$ cat config.mk
export PLATFORM = sky130hd
export DESIGN_NAME = light_phase_scheduler
export DESIGN_NICKNAME = d
export VERILOG_FILES = /design/src/rtl/light_pkg.sv /design/src/rtl/light_bin2bcd.sv /design/src/rtl/light_phase_scheduler.sv
export SDC_FILE = /design/constraint.sdc
export NUM_CORES = 1
export LEC_CHECK = 0
export BUFFER_PORTS_ARGS = -buffer_cell sky130_fd_sc_hd__buf_2
export CAP_MARGIN = 15
export CORE_ASPECT_RATIO = 2
export CORE_UTILIZATION = 40
export CTS_CLUSTER_DIAMETER = 30
export CTS_CLUSTER_SIZE = 30
export DETAILED_ROUTE_END_ITERATION = 7
export GPL_ROUTABILITY_DRIVEN = 0
export GPL_TIMING_DRIVEN = 0
export PLACE_DENSITY_LB_ADDON = 0.12
export RECOVER_POWER = 50
export SLEW_MARGIN = 20
export SYNTH_ARGS = -nofsm -noshare
export SYNTH_HDL_FRONTEND = slang
export SYNTH_SLANG_ARGS = --single-unit
$ cat constraint.sdc
create_clock -name Clk -period 39.7 [get_ports Clk]
set_clock_uncertainty 0.1 [all_clocks]
set_input_delay 0 -clock Clk [delete_from_list [all_inputs] [get_ports Clk]]
set_output_delay 0 -clock Clk [all_outputs]
set_load 0.02 [all_outputs]
$ cat src/rtl/light_pkg.sv
// Shared lamp encodings, sequencer state set and BCD digit type.
package light_pkg;

    localparam logic [1:0] LIGHT_RED    = 2'b00;
    localparam logic [1:0] LIGHT_YELLOW = 2'b01;
    localparam logic [1:0] LIGHT_GREEN  = 2'b10;

    typedef enum logic [2:0] {
        A_GREEN,
        A_YELLOW,
        B_GREEN,
        B_YELLOW,
        MAN_A,
        MAN_B,
        MAN_STOP
    } state_t;

    typedef logic [3:0] bcd_t;

endpackage

$ cat src/rtl/light_bin2bcd.sv
// Combinational 7-bit binary (0..99) to two-digit BCD converter.
module light_bin2bcd
    import light_pkg::*;
(
    input  logic [6:0] i_bin,
    output bcd_t       o_tens,
    output bcd_t       o_units
);

    logic [6:0] w_rem;
    bcd_t       w_tens;

    // Repeated subtraction of ten; nine steps cover the whole 0..99 range.
    always_comb begin
        w_rem  = i_bin;
        w_tens = '0;
        for (int unsigned k = 0; k < 9; k++) begin
            if (w_rem >= 7'd10) begin
                w_rem  = w_rem - 7'd10;
                w_tens = w_tens + 4'd1;
            end
        end
        o_tens  = w_tens;
        o_units = w_rem[3:0];
    end

endmodule

$ cat src/rtl/light_phase_scheduler.sv
// Two-approach intersection sequencer: timed green/yellow/red cycle with
// traffic-driven green extension, police overrides and BCD countdowns.
module light_phase_scheduler
    import light_pkg::*;
#(
    parameter int unsigned TICK_DIV   = 1000,
    parameter int unsigned GREEN_SEC  = 30,
    parameter int unsigned YELLOW_SEC = 3,
    parameter int unsigned EXT_SEC    = 10,
    parameter int unsigned MAX_EXT    = 2
) (
    input  logic       Clk,
    input  logic       Rst,
    input  logic       A,
    input  logic       B,
    input  logic       A_Traffic,
    input  logic       B_Traffic,
    output logic [1:0] A_Light,
    output logic [1:0] B_Light,
    output logic [3:0] A_Time_L,
    output logic [3:0] A_Time_H,
    output logic [3:0] B_Time_L,
    output logic [3:0] B_Time_H
);

    localparam int unsigned    PW        = (TICK_DIV > 1) ? $clog2(TICK_DIV) : 1;
    localparam logic [PW-1:0]  PRESC_MAX = PW'(TICK_DIV - 1);
    localparam logic [6:0]     GREEN_LD  = 7'(GREEN_SEC);
    localparam logic [6:0]     YELLOW_LD = 7'(YELLOW_SEC);
    localparam logic [6:0]     EXT_LD    = 7'(EXT_SEC);
    localparam logic [2:0]     EXT_LIM   = 3'(MAX_EXT);

    logic [PW-1:0] r_presc;
    state_t        r_state;
    logic [6:0]    r_rem;
    logic [2:0]    r_ext;

    state_t        w_state;
    logic [6:0]    w_rem;
    logic [2:0]    w_ext;
    logic          w_presc_clr;
    logic          w_tick;
    logic [7:0]    w_rem_plus;
    logic [6:0]    w_red_val;
    logic [6:0]    w_a_val;
    logic [6:0]    w_b_val;

    assign w_tick = (r_presc == PRESC_MAX);

    // One-second prescaler; restarts on override release.
    always_ff @(posedge Clk or posedge Rst) begin
        if (Rst)
            r_presc <= '0;
        else if (w_presc_clr || w_tick)
            r_presc <= '0;
        else
            r_presc <= r_presc + 1'b1;
    end

    // Sequencer state, phase remaining time and extension count.
    always_ff @(posedge Clk or posedge Rst) begin
        if (Rst) begin
            r_state <= A_GREEN;
            r_rem   <= GREEN_LD;
            r_ext   <= '0;
        end else begin
            r_state <= w_state;
            r_rem   <= w_rem;
            r_ext   <= w_ext;
        end
    end

    // Next state: overrides every cycle, otherwise tick-driven countdown.
    always_comb begin
        w_state     = r_state;
        w_rem       = r_rem;
        w_ext       = r_ext;
        w_presc_clr = 1'b0;
        if (A || B) begin
            if (A && B)
                w_state = MAN_STOP;
            else if (A)
                w_state = MAN_A;
            else
                w_state = MAN_B;
        end else begin
            case (r_state)
                MAN_A: begin
                    w_state     = A_YELLOW;
                    w_rem       = YELLOW_LD;
                    w_presc_clr = 1'b1;
                end
                MAN_B: begin
                    w_state     = B_YELLOW;
                    w_rem       = YELLOW_LD;
                    w_presc_clr = 1'b1;
                end
                MAN_STOP: begin
                    w_state     = A_GREEN;
                    w_rem       = GREEN_LD;
                    w_ext       = '0;
                    w_presc_clr = 1'b1;
                end
                default: begin
                    if (w_tick) begin
                        if (r_rem != 7'd1) begin
                            w_rem = r_rem - 7'd1;
                        end else begin
                            case (r_state)
                                A_GREEN: begin
                                    if (A_Traffic && !B_Traffic && (r_ext < EXT_LIM)) begin
                                        w_rem = EXT_LD;
                                        w_ext = r_ext + 3'd1;
                                    end else begin
                                        w_state = A_YELLOW;
                                        w_rem   = YELLOW_LD;
                                    end
                                end
                                A_YELLOW: begin
                                    w_state = B_GREEN;
                                    w_rem   = GREEN_LD;
                                    w_ext   = '0;
                                end
                                B_GREEN: begin
                                    if (B_Traffic && !A_Traffic && (r_ext < EXT_LIM)) begin
                                        w_rem = EXT_LD;
                                        w_ext = r_ext + 3'd1;
                                    end else begin
                                        w_state = B_YELLOW;
                                        w_rem   = YELLOW_LD;
                                    end
                                end
                                B_YELLOW: begin
                                    w_state = A_GREEN;
                                    w_rem   = GREEN_LD;
                                    w_ext   = '0;
                                end
                                default: ;
                            endcase
                        end
                    end
                end
            endcase
        end
    end

    assign w_rem_plus = {1'b0, r_rem} + 8'(YELLOW_SEC);
    assign w_red_val  = (w_rem_plus > 8'd99) ? 7'd99 : w_rem_plus[6:0];

    // Lamp and countdown decode from registered state.
    always_comb begin
        A_Light = LIGHT_RED;
        B_Light = LIGHT_RED;
        w_a_val = '0;
        w_b_val = '0;
        case (r_state)
            A_GREEN: begin
                A_Light = LIGHT_GREEN;
                w_a_val = r_rem;
                w_b_val = w_red_val;
            end
            A_YELLOW: begin
                A_Light = LIGHT_YELLOW;
                w_a_val = r_rem;
                w_b_val = r_rem;
            end
            B_GREEN: begin
                B_Light = LIGHT_GREEN;
                w_a_val = w_red_val;
                w_b_val = r_rem;
            end
            B_YELLOW: begin
                B_Light = LIGHT_YELLOW;
                w_a_val = r_rem;
                w_b_val = r_rem;
            end
            MAN_A:   A_Light = LIGHT_GREEN;
            MAN_B:   B_Light = LIGHT_GREEN;
            default: ;
        endcase
    end

    light_bin2bcd u_bcd_a (
        .i_bin   (w_a_val),
        .o_tens  (A_Time_H),
        .o_units (A_Time_L)
    );

    light_bin2bcd u_bcd_b (
        .i_bin   (w_b_val),
        .o_tens  (B_Time_H),
        .o_units (B_Time_L)
    );

endmodule
==> qor.txt <==
fraction of synthesized area in multiplexers - 6.56%
Slew Limit Fails - 0
synth warn - 0
Post-synth EDFFs - 0
count leader, synth - nand2_1
compound-cell area share of the yosys netlist - 34.0%
first-pass GRT wire length - 35300 um
GR Overflow Total - 0
Max transition margin - 29.6%
final wirelength - 22200 um
Diodes inserted - 0
register bit total from synthesis - 23
final instance area - 7370 sq um
worst-path fanout max - 10
Period minus WS final - 16.85 ns
final core utilization - 43.7%
Mapped Area - 6910 sq um
max cap viols - 0
status - finished clean
Yosys top cell area share - 7.07%
crit path capture type - output pin
pin count of the biggest net entering global routing - 24
Yosys cell types - 105
Clk pin slew, worst setup/hold paths - 0.07 ns
DP Wirelength - 18400 um
sequential fraction of the synthesis area - 8.41%
core area - 16800 sq um
CTS tree - built
ANT nets after route - 0
cts hold-fix bufs - 1
vias per cell - 6.32
Post-Synth Simple-Gate Area - 29.7%
Post-Synthesis Net Count - 1018
vias - 7638
Syn Inst Count - 973
cts bufs inserted - 3
Crit path largest cell delay - 0.77 ns
worst-margin pin slew - 1.05 ns
clk buf depth - 2
PortBufs - 23
share of layout cells above drive strength 1 - 9.79%
syn_area_per_cell - 7.10 sq um
worst path arrival time - 16.74 ns
initial antenna violation count - 0
FP Rows - 67
postcts setup bufs - 0
CTS Root Buffer Type - clkbuf_16
CP required - 39.60 ns
Die Wd - 94.9 um
area grow syn2layout - 6.70%
Ports - 26
CP Launch Type - register
Die H - 188 um
fmax - 59.4 MHz
commonest cells in the synthesized netlist - nand2_1 (97), nor2_1 (68), a21oi_1 (60)
synth top area cells - ha_1 (7.1%), dfrtp_1 (6.9%), nand2_1 (5.3%)
Post-Synth XOR/XNOR Area - 8.28%
leading area contributor after synthesis - ha_1
Placed Instance Area - 7280 sq um
Clock Latency Late Sink - 0.26 ns
Residual DRC - 0
Hold Path Class - in2reg
post-layout net count - 1047
fin crit share - 42.4%
WL/cell - 18.3 um
RSZ-0062 raised after global routing - false
Critical-path top delay cell - a211oi_1
H-Tree Depth - 1
Setup TNS - 0 ns
setup violators final - 0
vias in the first global route - 7636
Total GRT Usage - 24.6%
Initial Util - 41.0%
Pre-antenna DRT Iters - 4
Final Hold Fails - 0
async set-reset flop share out of synthesis - 100%
post-CTS resize count - 0
die area - 17800 sq um
Synth Area in Adders - 7.07%
clock net sink count - 23
largest family of logic cells by synthesized area - compound AO/OA/AOI/OAI gates
DRT iter0 DRCs - 306
Synth Flop Type - dfrtp_1
crit path kind - reg2out
[per-layer routing]
| layer | GRT usage (%) | wire, um | vias to the layer above |
|---|---|---|---|
| met5 | 0 | 0 | - |
| met4 | 16.3 | 1530 | 0 |
| met3 | 1.42 | 413 | 103 |
| met2 | 52.1 | 12900 | 194 |
| met1 | 19.7 | 7260 | 3593 |
| li1 | - | - | 3748 |
[critical path, delay by kind of cell, from the launching register on]
kind | cells | cell delay, ns
and+or+nand+nor | 21 | 4.75
adders and majority gates | 9 | 1.99
AOI/OAI and AO/OA | 18 | 5.87
xor gates and xnor gates | 2 | 0.53
DFF | 1 | 0.36
buffers and inverters | 13 | 1.92
muxes | 3 | 1.04
[kinds of logic (layout without fill, tap and decap cells)]
| family | after synthesis | count (layout) |
|---|---|---|
| simple gates | 383 | 383 |
| mux | 42 | 42 |
| compound gates | 321 | 321 |
| xor+xnor | 62 | 62 |
| buf+inv | 103 | 131 |
| fa+ha+maj | 39 | 39 |
| flops | 23 | 23 |
[metrics by stage]
stage / hold WS (ns) / std cells / setup slack (ns)
3_5_place_dp: 0.148 / 1203 / 23.41
4_1_cts: 0.126 / 1208 / 23.08
3_3_place_gp: 0.143 / 1203 / 23.29
2_1_floorplan: -0.101 / 973 / 26.39
6_report: 0.112 / 1208 / 22.86
5_1_grt: 0.195 / 1208 / 21.60
[registers in the layout, summed over array words and instances, names as in the netlist]
| signal | count |
|---|---|
| r_presc | 10 |
| r_rem | 7 |
| r_ext | 3 |
| r_state | 3 |
[worst paths after layout]
check                      slack (ns)           to  depth (start not counted)  startpoint
setup / recovery                22.86  A_Time_H[1]                         66    r_rem[0]
hold / removal                   0.11   r_state[1]                          3           B
setup reg to reg                36.53     r_rem[0]                          8  r_state[2]
hold reg to reg                  0.36   r_presc[0]                          1  r_presc[0]
max in group asynchronous       38.57   r_state[2]                          3         Rst
min in group asynchronous        0.37     r_rem[0]                          3         Rst
[placed cells by master (no fill, tap or decap), drive strengths merged, types with 11 or more instances in the layout]
cell	count
nand2	97
nor2	68
o21ai	64
a21oi	61
inv	56
xnor2	41
clkbuf	40
ha	39
nand3	38
nor3	35
buf	33
mux2	23
a31oi	20
a211oi	20
xor2	19
and2	19
mux2i	19
dfrtp	19
nor4	18
or3	15
and3	14
o211ai	13
o21a	13
a21o	12
o31ai	12
nand4	11
[cell type report]
cell class / count / area (sq um)
buffer: 47 / 200
clock buffer: 3 / 75.1
clock inverter: 1 / 7.51
fill: 1811 / 9480
inverter: 56 / 210
multi-input combinational: 847 / 5910
sequential: 23 / 581
tap: 207 / 259
timing repair buffer: 24 / 123
Power is left out: the tool's default activity adds up to more than one toggle a clock period on the data nets, which glitch-free logic cannot reach.
